**src/rtl/btn_debounce_bank.sv**
```systemverilog
// Push-button front end: per-channel synchroniser, bounce filter, press/release
// pulses and long-press flag for N active-low buttons.
module btn_debounce_bank #(
   parameter int N_BTN           = 4,
   parameter int SYNC_STAGES     = 2,
   parameter int DEBOUNCE_CYCLES = 1_000_000,
   parameter int HOLD_CYCLES     = 50_000_000
) (
   input  logic             clk,
   input  logic             rst,
   input  logic [N_BTN-1:0] btn_raw_n,
   output logic [N_BTN-1:0] btn_out_n,
   output logic [N_BTN-1:0] press_p,
   output logic [N_BTN-1:0] release_p,
   output logic [N_BTN-1:0] hold
);

   localparam int              DW     = $clog2(DEBOUNCE_CYCLES);
   localparam int              HW     = (HOLD_CYCLES > 0) ? $clog2(HOLD_CYCLES + 1) : 1;
   localparam logic [DW-1:0]   D_LAST = DW'(DEBOUNCE_CYCLES - 1);
   localparam logic [HW-1:0]   H_MAX  = HW'(HOLD_CYCLES);

   for (genvar i = 0; i < N_BTN; i++) begin : g_ch
      logic [SYNC_STAGES-1:0] sync_q, sync_d;
      logic [DW-1:0]          dcnt_q, dcnt_d;
      logic                   out_q, out_d;
      logic                   press_q, press_d;
      logic                   rel_q, rel_d;
      logic                   s;

      assign s = sync_q[SYNC_STAGES-1];

      // NOTE: every comb output gets a default before any branch, so no latch can be inferred.
      always_comb begin
         sync_d  = {sync_q[SYNC_STAGES-2:0], btn_raw_n[i]};
         dcnt_d  = '0;
         out_d   = out_q;
         press_d = 1'b0;
         rel_d   = 1'b0;
         if (s != out_q) begin
            if (dcnt_q == D_LAST) begin
               out_d   = s;
               press_d = ~s;
               rel_d   = s;
            end else begin
               dcnt_d = dcnt_q + 1'b1;
            end
         end
      end

      // NOTE: state flops use non-blocking assignments; reset is asynchronous and discards everything.
      always_ff @(posedge clk or posedge rst) begin
         if (rst) begin
            sync_q  <= '1;
            dcnt_q  <= '0;
            out_q   <= 1'b1;
            press_q <= 1'b0;
            rel_q   <= 1'b0;
         end else begin
            sync_q  <= sync_d;
            dcnt_q  <= dcnt_d;
            out_q   <= out_d;
            press_q <= press_d;
            rel_q   <= rel_d;
         end
      end

      assign btn_out_n[i] = out_q;
      assign press_p[i]   = press_q;
      assign release_p[i] = rel_q;

      if (HOLD_CYCLES > 0) begin : g_hold
         logic [HW-1:0] hcnt_q, hcnt_d;
         logic          hold_q, hold_d;

         // Clearing on the next level lets hold drop in the same cycle as release_p.
         always_comb begin
            hcnt_d = hcnt_q;
            hold_d = hold_q;
            if (out_d) begin
               hcnt_d = '0;
               hold_d = 1'b0;
            end else if (!out_q && hcnt_q != H_MAX) begin
               hcnt_d = hcnt_q + 1'b1;
               hold_d = (hcnt_q == H_MAX - 1'b1);
            end
         end

         always_ff @(posedge clk or posedge rst) begin
            if (rst) begin
               hcnt_q <= '0;
               hold_q <= 1'b0;
            end else begin
               hcnt_q <= hcnt_d;
               hold_q <= hold_d;
            end
         end

         assign hold[i] = hold_q;
      end else begin : g_no_hold
         assign hold[i] = 1'b0;
      end
   end

endmodule

```
**config.mk**
```make
export PLATFORM = sky130hd
export DESIGN_NAME = btn_debounce_bank
export DESIGN_NICKNAME = d
export VERILOG_FILES = /design/src/rtl/btn_debounce_bank.sv
export SDC_FILE = /design/constraint.sdc
export NUM_CORES = 1
export LEC_CHECK = 0
export CAP_MARGIN = 20
export CORE_ASPECT_RATIO = 0.75
export CORE_MARGIN = 3
export CORE_UTILIZATION = 50
export DETAILED_ROUTE_END_ITERATION = 16
export HOLD_SLACK_MARGIN = 0.06
export PLACE_DENSITY_LB_ADDON = 0.25
export SKIP_LAST_GASP = 1
export SYNTH_ARGS = -nofsm -noshare
export SYNTH_HDL_FRONTEND = slang
export SYNTH_SLANG_ARGS = --single-unit
```
**constraint.sdc**
```tcl
create_clock -name clk -period 19.35 [get_ports clk]
set_input_delay 3.87 -clock clk [delete_from_list [all_inputs] [get_ports clk]]
set_output_delay 3.87 -clock clk [all_outputs]
set_load 0.02 [all_outputs]
```
==> results of run 1 <==
-- layer usage --
layer,share of wire,global-route usage
met5,0,0
met2,0.41,0.249
met1,0.54,0.261
met4,0.016,0.0317
met3,0.030,0.0281
-- flip-flops by register name (all words and copies together) (netlist names) --
name and flops:
g_ch.g_hold.hold_q 4, g_ch.rel_q 4, g_ch.dcnt_q 80, g_ch.sync_q 8, g_ch.press_q 4, g_ch.g_hold.hcnt_q 104, g_ch.out_q 4
-- Yosys cell counts, types with 13 or more instances --
| cell type | count | share of area |
|---|---|---|
| dfrtp_1 | 196 | 0.48 |
| nor2_1 | 211 | 0.078 |
| xnor2_1 | 87 | 0.075 |
| nand2_1 | 55 | 0.020 |
| and4_1 | 15 | 0.013 |
| nor4_1 | 23 | 0.014 |
| clkbuf_1 | 13 | 0.0048 |
| nand3_1 | 63 | 0.031 |
| nor3b_1 | 20 | 0.015 |
| xor2_1 | 86 | 0.074 |
| buf_4 | 16 | 0.012 |
| nand4_1 | 44 | 0.027 |
| and3_1 | 28 | 0.017 |
| nor3_1 | 28 | 0.014 |
| inv_1 | 21 | 0.0077 |
-- layout make-up --
cell class / count / area [sq um] / area share
Clock inverter: 15 / 140 / 0.0125
Sequential cell: 208 / 5220 / 0.464
Timing Repair Buffer: 25 / 235 / 0.0209
Clock buffer: 27 / 611 / 0.0543
Tap cell: 253 / 317 / 0.0281
Multi-Input combinational cell: 751 / 4640 / 0.413
Inverter: 21 / 86.3 / 0.00767
-- stage by stage --
stage / util / worst slack, ns / cells
global route: 0.573 / 13.49 / 1300
global placement: 0.534 / 13.22 / 1256
floorplan: - / 9.82 / 1021
finish: 0.573 / 13.57 / 1300
detailed placement: 0.534 / 13.23 / 1258
CTS: 0.573 / 13.54 / 1300
-- power groups by stage --
| stage | sequential, mW | clock, mW | combinational (mW) |
|---|---|---|---|
| final | 0.441 | 0.431 | 0.0153 |
| after global routing | 0.441 | 0.460 | 0.0184 |
| after CTS | 0.441 | 0.443 | 0.0164 |
| after detailed placement | 0.449 | 0 | 0.0164 |
| after global placement | 0.449 | 0 | 0.0164 |
| after floorplan | 0.449 | 0 | 0.0114 |
-- cells by family (layout without fill, tap and decap cells) --
logic type,after synthesis,count (layout),synth area share
compound gates,15,15,0.0107
xor+xnor,173,173,0.149
fa+ha+maj,12,12,0.0147
buf+inv,62,88,0.0322
flops,208,208,0.512
mux,11,11,0.0120
simple gates,540,540,0.270
-- how the worst max path moves through the flow --
stage,startpoint,end,slack [ns]
2_1_floorplan,rst,g_ch[0].dcnt_q[0],9.82
3_3_place_gp,rst,g_ch[2].dcnt_q[0],13.22
3_5_place_dp,rst,g_ch[1].g_hold.hcnt_q[1],13.23
4_1_cts,g_ch[3].out_q,btn_out_n[3],13.54
5_1_grt,g_ch[0].out_q,btn_out_n[0],13.49
6_report,g_ch[3].out_q,btn_out_n[3],13.57
==> results.md, run 1 <==
- Die W: approximately 170 um
- Via count: roughly 7,000
- Comb power frac: 0.017
- Async SR Flop Fraction: 1.00
- Number of synthesized flops with an enable pin: 0
- Worst Hold Slack: 0.355 ns
- Final Skew: about 0.0096 ns
- Worst hold path endpoint: g_ch[2].sync_q[1]
- Internal: 0.696 mW
- Placed Area: approximately 11,000 sq um
- Cell family with most CP delay: flip-flops
- MaxCap Viol Count: 0
- Routability Congestion: ~0.8
- Inserted Diodes: 0
- Main flop type after synthesis: dfrtp_1
- Post-synthesis sequential area ratio: 0.512
- Area of the core: just under 20,000 sq um
- Fraction of layout instances using a drive strength above 1: 0.0697
- Min-Delay Path Class: register to register
- Area grow syn2layout: 10.4%
- Slowest CP cell: dfstp_2
- Post-Synthesis Cells: between 1,000 and 1,500
- Max-slew violation count: 0
- Syn nets: between 1,000 and 1,500
- First-pass GRT wire length: roughly 32,000 um
- Total design power: slightly below 0.9 mW
- Fillers: ~1,700
- DRC viols: 0
- Drt first pass iters: 5
- Maximum vdd ir drop: about 95 uV
- Buffers & Inverters on Critical Path: 1
- Row cnt: 44
- Vias in the first global route: around 6,700
- Pwr dens: just under 80 nW/um^2
- Path depth of the worst reg2reg path: 6
- Largest net degree at the start of global routing: between 100 and 150
- Worst Hold Path Cells: 0
- Worst-Margin Slew: between 0.9 and 1 ns
- CP startpoint kind: register
- Htree depth: 1
- Reg power frac: 0.497
- Syn Std Cell Area: between 10,000 and 15,000 sq um
- Clk slew on worst S/H paths: around 0.06 ns
- P_sw: ~0.19 mW
- Yosys cell types: 49
- Post-CTS sizing: 0
- Post-route design area: about 11,000 sq um
- Post-route ant nets: 0
- Tmin final: between 5 and 6 ns
- Num ports: 22
- Final setup violation count: 0
- Sink Count: around 210
- Leading cell type in the layout, fill and taps excluded: nor2_1
- Switching Fraction: 0.216
- Fmax: 173 MHz
- Unrepaired setup endpoints after global routing: false
- FF+latch count, synth: 208
- Slew headroom: 0.382
- Iter 0 DRT Violations: between 400 and 500
- Initial Util: 0.519
- Antenna violations before repair: 0
- WS Path Type: register to primary output
- Max Buffers Root-to-Sink: 3
- Endpoint type of the worst setup path: primary output
- Commonest non-fill, non-tap cells in the layout: nor2_1 (211), dfrtp_1 (196), xnor2_1 (87)
- Routed vias/inst: ~5.3
- CP arrival: around 1.9 ns
- Worst R2R End: g_ch[0].dcnt_q[13]
- Reg-to-Reg Start: g_ch[0].dcnt_q[0]
- Root Buffer: clkbuf_16
- Routed len/inst: between 10 and 15 um
- Syn avg cell area: between 9 and 10 sq um
- Postcts setup bufs: 0
- Worst path max stage delay: ~0.73 ns
- Grt ovf: 0
- Status: finished clean
- Hold path start: g_ch[2].sync_q[0]
- TritonCTS Buffers: 23
- Number of synthesis warnings: 0
- IO buf count: 21
- Final TNS setup: 0 ns
- CP Cell Sequence: clkdlybuf4s50_1
- DPL Wire Length: 11,500 um
- Die area: about 22,000 sq um
- Final #Nets: approximately 1,000
- Final worst-path cycle share: 0.299
- CTS tree: built
- GRT Util Overall: 0.168
- P_leak: between 4 and 5 nW
- Skew-Pair Late Insertion Delay: 0.50 ns
- Critical path depth: 1
- Final Hold Viols: 0
- Total Routed Length: between 15,000 and 20,000 um
- Critical Path RT: about 15 ns
- Post-CTS Hold Fix Bufs: 0
- Max FO, Critical Path: 20
- Clock share of power: 0.485
- R2R Setup Slk: 17.08 ns
- Chip height: 130 um
Power figures use the tool's default switching activity.
==> inputs of run 2 (changes only) <==
clock period = 4.7 ns   (was 19.35 ns; I/O delays follow)
==> results.md, run 2 (synthesized netlist as in run 1, its figures left out) <==
- TritonCTS Buffers: 22 (-4.3%)
- Htree depth: 1 (unchanged)
- Status: finished clean
- Worst path max stage delay: 0.75 ns (+0.02 ns)
- Postcts setup bufs: 0 (unchanged)
- Post-route ant nets: 0 (unchanged)
- Final #Nets: 1,050 (+0.19%)
- Non-filler cells, final: 1,300 (unchanged)
- Area of the core: 19,700 sq um (unchanged)
- CP arrival: 1.91 ns (about the same)
- MaxCap Viol Count: 0 (unchanged)
- Fraction of layout instances using a drive strength above 1: 0.0649 (-0.00478)
- Final worst-path cycle share: 0.607
- Via count: 6,970 (+1.6%)
- Vias in the first global route: 6,750 (+0.75%)
- CP startpoint kind: register
- Slew headroom: 0.432 (+0.0507)
- Buffers & Inverters on Critical Path: 1 (unchanged)
- Max FO, Critical Path: 20 (unchanged)
- Largest net degree at the start of global routing: 61 (-54%)
- Final setup violation count: 0 (unchanged)
- Placed instance count: 1,259 (+0.079%)
- Die area: 22,200 sq um (unchanged)
- Inserted Diodes: 0 (unchanged)
- DPL Wire Length: 11,700 um (+2.1%)
- Max-slew violation count: 0 (unchanged)
- Critical Path RT: 3.76 ns (-11.72 ns)
- Sink Count: 208 (unchanged)
- Initial Util: 0.519 (unchanged)
- Row cnt: 44 (unchanged)
- Routed len/inst: 13.8 um (+0.39%)
- Skew-Pair Late Insertion Delay: 0.50 ns (about the same)
- CP Cell Sequence: clkdlybuf4s50_1
- Clk slew on worst S/H paths: 0.06 ns (about the same)
- P_sw: 0.739 mW (+290%)
- Final Hold Viols: 0 (unchanged)
- Min-Delay Path Class: register to register
- Total Routed Length: 18,000 um (+0.39%)
- Iter 0 DRT Violations: 449 (-9.7%)
- Comb power frac: 0.019 (+0.002)
- Worst-Margin Slew: 0.845 ns (-0.0825 ns)
- Reg power frac: 0.497 (about the same)
- Unrepaired setup endpoints after global routing: false
- DRC viols: 0 (unchanged)
- Slowest CP cell: dfstp_2
- Die W: 171 um (unchanged)
- Top Registers: g_ch.g_hold.hcnt_q: 104 flops, g_ch.dcnt_q: 80 flops, g_ch.sync_q: 8 flops
- Num ports: 22 (unchanged)
- Max Buffers Root-to-Sink: 3 (unchanged)
- Biggest register: g_ch.g_hold.hcnt_q
- Final TNS setup: 0 ns (unchanged)
- Antenna violations before repair: 0 (unchanged)
- Post-CTS Hold Fix Bufs: 0 (unchanged)
- Chip height: 130 um (unchanged)
- Final Skew: 0.0125 ns (+0.00283 ns)
- Pwr dens: 324 nW/um^2 (+310%)
- Routability Congestion: 0.778 (-2.9%)
- Internal: 2.92 mW (+320%)
- Area grow syn2layout: 10.8%
- Root Buffer: clkbuf_16
- Switching Fraction: 0.202 (-0.0139)
- Grt ovf: 0 (unchanged)
- Clock share of power: 0.484 (about the same)
- CTS tree: built
- Drt first pass iters: 5 (unchanged)
- Endpoint type of the worst setup path: primary output
- Largest register FFs: 104 (unchanged)
- P_leak: 4.78 nW (+0.11%)
- Commonest non-fill, non-tap cells in the layout: nor2_1 (211), dfrtp_1 (196), xnor2_1 (87)
- First-pass GRT wire length: 32,200 um (+1.4%)
- Post-CTS sizing: 0 (unchanged)
- Leading cell type in the layout, fill and taps excluded: nor2_1
- Cell family with most CP delay: flip-flops
- WS Path Type: register to primary output
- Fmax: ~350 MHz
- Maximum vdd ir drop: 228 uV (+140%)
- Routed vias/inst: 5.36 (+1.6%)
- Tmin final: about 2.9 ns
- GRT Util Overall: 0.170 (+0.00246)
- IO buf count: 21 (unchanged)
run 2: worst paths after layout:
check,startpoint,slack (ns),cells after the start,end
max,g_ch[3].out_q,1.85,1,btn_out_n[3]
min,g_ch[2].sync_q[0],0.36,0,g_ch[2].sync_q[1]
max reg2reg,g_ch[0].dcnt_q[0],2.42,6,g_ch[0].dcnt_q[12]
min reg2reg,g_ch[2].sync_q[0],0.36,0,g_ch[2].sync_q[1]
max in group asynchronous,rst,2.77,3,g_ch[2].sync_q[0]
min in group asynchronous,rst,0.95,2,g_ch[3].press_q
run 2: final cells by class:
type | instances | area (sq um)
fill | 1719 | 8360
sequential | 208 | 5220
multi-input combinational | 751 | 4640
clock buffer | 32 | 629
tap | 253 | 317
timing repair buffer | 28 | 283
clock inverter | 7 | 115
inverter | 21 | 82.6
run 2: per-stage QoR:
step / utilization / instance area, sq um / worst slack [ns] / hold WS [ns] / power [mW]
floorplan: - / 10200 / 1.07 / 0.345 / 1.89
CTS: 0.574 / 11300 / 1.82 / 0.356 / 3.71
detailed placement: 0.536 / 10500 / 2.17 / 0.348 / 1.92
global placement: 0.536 / 10500 / 2.17 / 0.347 / 1.92
finish: 0.574 / 11300 / 1.85 / 0.356 / 3.66
global route: 0.574 / 11300 / 1.76 / 0.357 / 3.79
run 2: layer usage:
layer / up-vias / wire length (um) / track usage / part of all wire
met4: 0 / 354 / 0.0402 / 0.020
met5: - / 0 / 0 / 0
li1: 3480 / - / - / -
met2: 95 / 7570 / 0.260 / 0.42
met1: 3373 / 9530 / 0.257 / 0.53
met3: 22 / 530 / 0.0253 / 0.029
run 2: power groups by stage:
stage / clock network (mW) / logic [mW] / registers [mW]
2_1_floorplan: 0 / 0.0473 / 1.85
3_3_place_gp: 0 / 0.0716 / 1.85
3_5_place_dp: 0 / 0.0723 / 1.85
4_1_cts: 1.82 / 0.0735 / 1.82
5_1_grt: 1.89 / 0.0815 / 1.82
6_report: 1.77 / 0.0687 / 1.82
==> inputs of run 3 (changes only) <==
clock period = 2.7 ns   (was 4.7 ns; I/O delays follow)
==> results.md, run 3 (synthesized netlist as in run 1, its figures left out) <==
- GRT Util Overall: 0.168 (-0.00203)
- Reg power frac: 0.507 (+0.010)
- Cell family with most CP delay: flip-flops
- Worst path max stage delay: 0.76 ns (about the same)
- P_sw: 1.30 mW (+76%)
- Row cnt: 44 (unchanged)
- TritonCTS Buffers: 22 (unchanged)
- CP arrival: 1.94 ns (+0.03 ns)
- Sink Count: 208 (unchanged)
- WS Path Type: register to primary output
- Post-route ant nets: 0 (unchanged)
- Metal2 WL: 7450 um (-1.6%)
- Inserted Diodes: 0 (unchanged)
- Final worst-path cycle share: 0.918
- Iter 0 DRT Violations: 441 (-1.8%)
- Final setup violation count: 0 (unchanged)
- Max layer used: met4
- Clk slew on worst S/H paths: 0.06 ns (about the same)
- Largest register FFs: 104 (unchanged)
- Fillers: 1,711 (-0.47%)
- Die W: 171 um (unchanged)
- Die area: 22,200 sq um (unchanged)
- Grt ovf: 0 (unchanged)
- Antenna violations before repair: 0 (unchanged)
- Status: finished clean
- Slowest CP cell: dfstp_2
- Total Routed Length: 17,900 um (-0.37%)
- Initial Util: 0.519 (unchanged)
- Routed wl met3: 581 um (+9.6%)
- CP Cell Sequence: clkdlybuf4s50_1
- Max Buffers Root-to-Sink: 3 (unchanged)
- Postcts setup bufs: 0 (unchanged)
- Num ports: 22 (unchanged)
- DPL Wire Length: 11,300 um (-3.5%)
- Commonest non-fill, non-tap cells in the layout: nor2_1 (211), dfrtp_1 (196), xnor2_1 (87)
- Final Hold Viols: 0 (unchanged)
- IO buf count: 21 (unchanged)
- Switching Fraction: 0.208 (+0.00578)
- DRC viols: 0 (unchanged)
- Clock share of power: 0.475 (-0.009)
- Min-Delay Path Class: register to register
- Htree depth: 1 (unchanged)
- Area grow syn2layout: 10.7% (about the same)
- First-pass GRT wire length: 31,800 um (-1.4%)
- Comb power frac: 0.019 (about the same)
- Biggest register: g_ch.g_hold.hcnt_q
- P_leak: 4.79 nW (+0.17%)
- Fraction of layout instances using a drive strength above 1: 0.0697 (+0.00471)
- Worst Hold Slack: 0.355 ns (-0.00109 ns)
- Pwr dens: 553 nW/um^2 (+71%)
- Routed len/inst: 13.8 um (-0.45%)
- Vias in the first global route: 6,705 (-0.67%)
- Critical Path RT: 2.16 ns (-1.60 ns)
- Via count: 6,983 (+0.19%)
- Worst-Margin Slew: 0.715 ns (-0.130 ns)
- Finished Core Util: 0.574 (about the same)
- Root Buffer: clkbuf_16
- Max-slew violation count: 0 (unchanged)
- Unrepaired setup endpoints after global routing: false
- Top Registers: g_ch.g_hold.hcnt_q: 104 flops, g_ch.dcnt_q: 80 flops, g_ch.sync_q: 8 flops
- WL met1: 9520 um (-0.17%)
- Buffers & Inverters on Critical Path: 1 (unchanged)
- CTS tree: built
- MaxCap Viol Count: 0 (unchanged)
- Fmax: roughly 400 MHz
- Maximum vdd ir drop: 487 uV (+110%)
- Final Skew: 0.0102 ns (-0.00228 ns)
- Post-CTS Hold Fix Bufs: 0 (unchanged)
- Largest net degree at the start of global routing: 117 (+92%)
- Final #Nets: 1,050 (unchanged)
- Skew-Pair Late Insertion Delay: 0.50 ns (about the same)
- Drt first pass iters: 5 (unchanged)
- Routability Congestion: 0.749 (-3.7%)
- Routed vias/inst: 5.37 (+0.11%)
- Internal: 4.95 mW (+70%)
- Chip height: 130 um (unchanged)
- Slew headroom: 0.520 (+0.0872)
- CP startpoint kind: register
- Post-CTS sizing: 0 (unchanged)
- Leading cell type in the layout, fill and taps excluded: nor2_1
- Area of the core: 19,700 sq um (unchanged)
- Endpoint type of the worst setup path: primary output
- Max FO, Critical Path: 20 (unchanged)
- Tmin final: 2.48 ns
run 3: cell count changes in the layout (fill, tap and decap cells not counted), sizes merged:
cell,before,now
bufinv,3,0
clkinv,2,5
clkbuf,32,34
clkinvlp,3,2
run 3: worst paths after layout:
path	to	start	cells past startpoint	slack, ns
hold reg to reg	g_ch[2].sync_q[1]	g_ch[2].sync_q[0]	0	0.35
setup reg to reg	g_ch[0].dcnt_q[17]	g_ch[0].dcnt_q[0]	7	0.49
setup / recovery	btn_out_n[3]	g_ch[3].out_q	1	0.22
max in group asynchronous	g_ch[1].dcnt_q[14]	rst	3	1.64
hold / removal	g_ch[2].sync_q[1]	g_ch[2].sync_q[0]	0	0.35
min in group asynchronous	g_ch[3].rel_q	rst	3	0.55
run 3: area by class of cell:
type,instances,area (sq um),share of cell area
Clock buffer,34,697,0.0618
Clock inverter,6,32.5,0.00288
Inverter,21,82.6,0.00732
Multi-Input combinational cell,751,4640,0.412
Sequential cell,208,5220,0.463
Tap cell,253,317,0.0281
Timing Repair Buffer,28,288,0.0255
run 3: through the flow:
| step | cells | power [mW] | cell area, sq um | setup slack, ns | TNS (ns) |
|---|---|---|---|---|---|
| 2_1_floorplan | 1021 | 3.30 | 10200 | -0.530 | -103.97 |
| 3_3_place_gp | 1261 | 3.34 | 10600 | 0.535 | 0 |
| 3_5_place_dp | 1261 | 3.34 | 10600 | 0.471 | 0 |
| 4_1_cts | 1301 | 6.36 | 11300 | 0.198 | 0 |
| 5_1_grt | 1301 | 6.50 | 11300 | 0.167 | 0 |
| 6_report | 1301 | 6.24 | 11300 | 0.221 | 0 |
run 3: power by group through the flow:
| stage | combinational [mW] | sequential, mW | clock [mW] |
|---|---|---|---|
| after CTS | 0.124 | 3.16 | 3.07 |
| after global placement | 0.124 | 3.22 | 0 |
| after detailed placement | 0.123 | 3.22 | 0 |
| after floorplan | 0.0823 | 3.22 | 0 |
| final | 0.116 | 3.16 | 2.96 |
| after global routing | 0.138 | 3.16 | 3.20 |
run 3: routing by layer:
layer,GRT usage,vias to the layer above
met4,0.0388,0
met1,0.261,3395
li1,-,3475
met5,0,-
met3,0.0281,28
met2,0.248,85
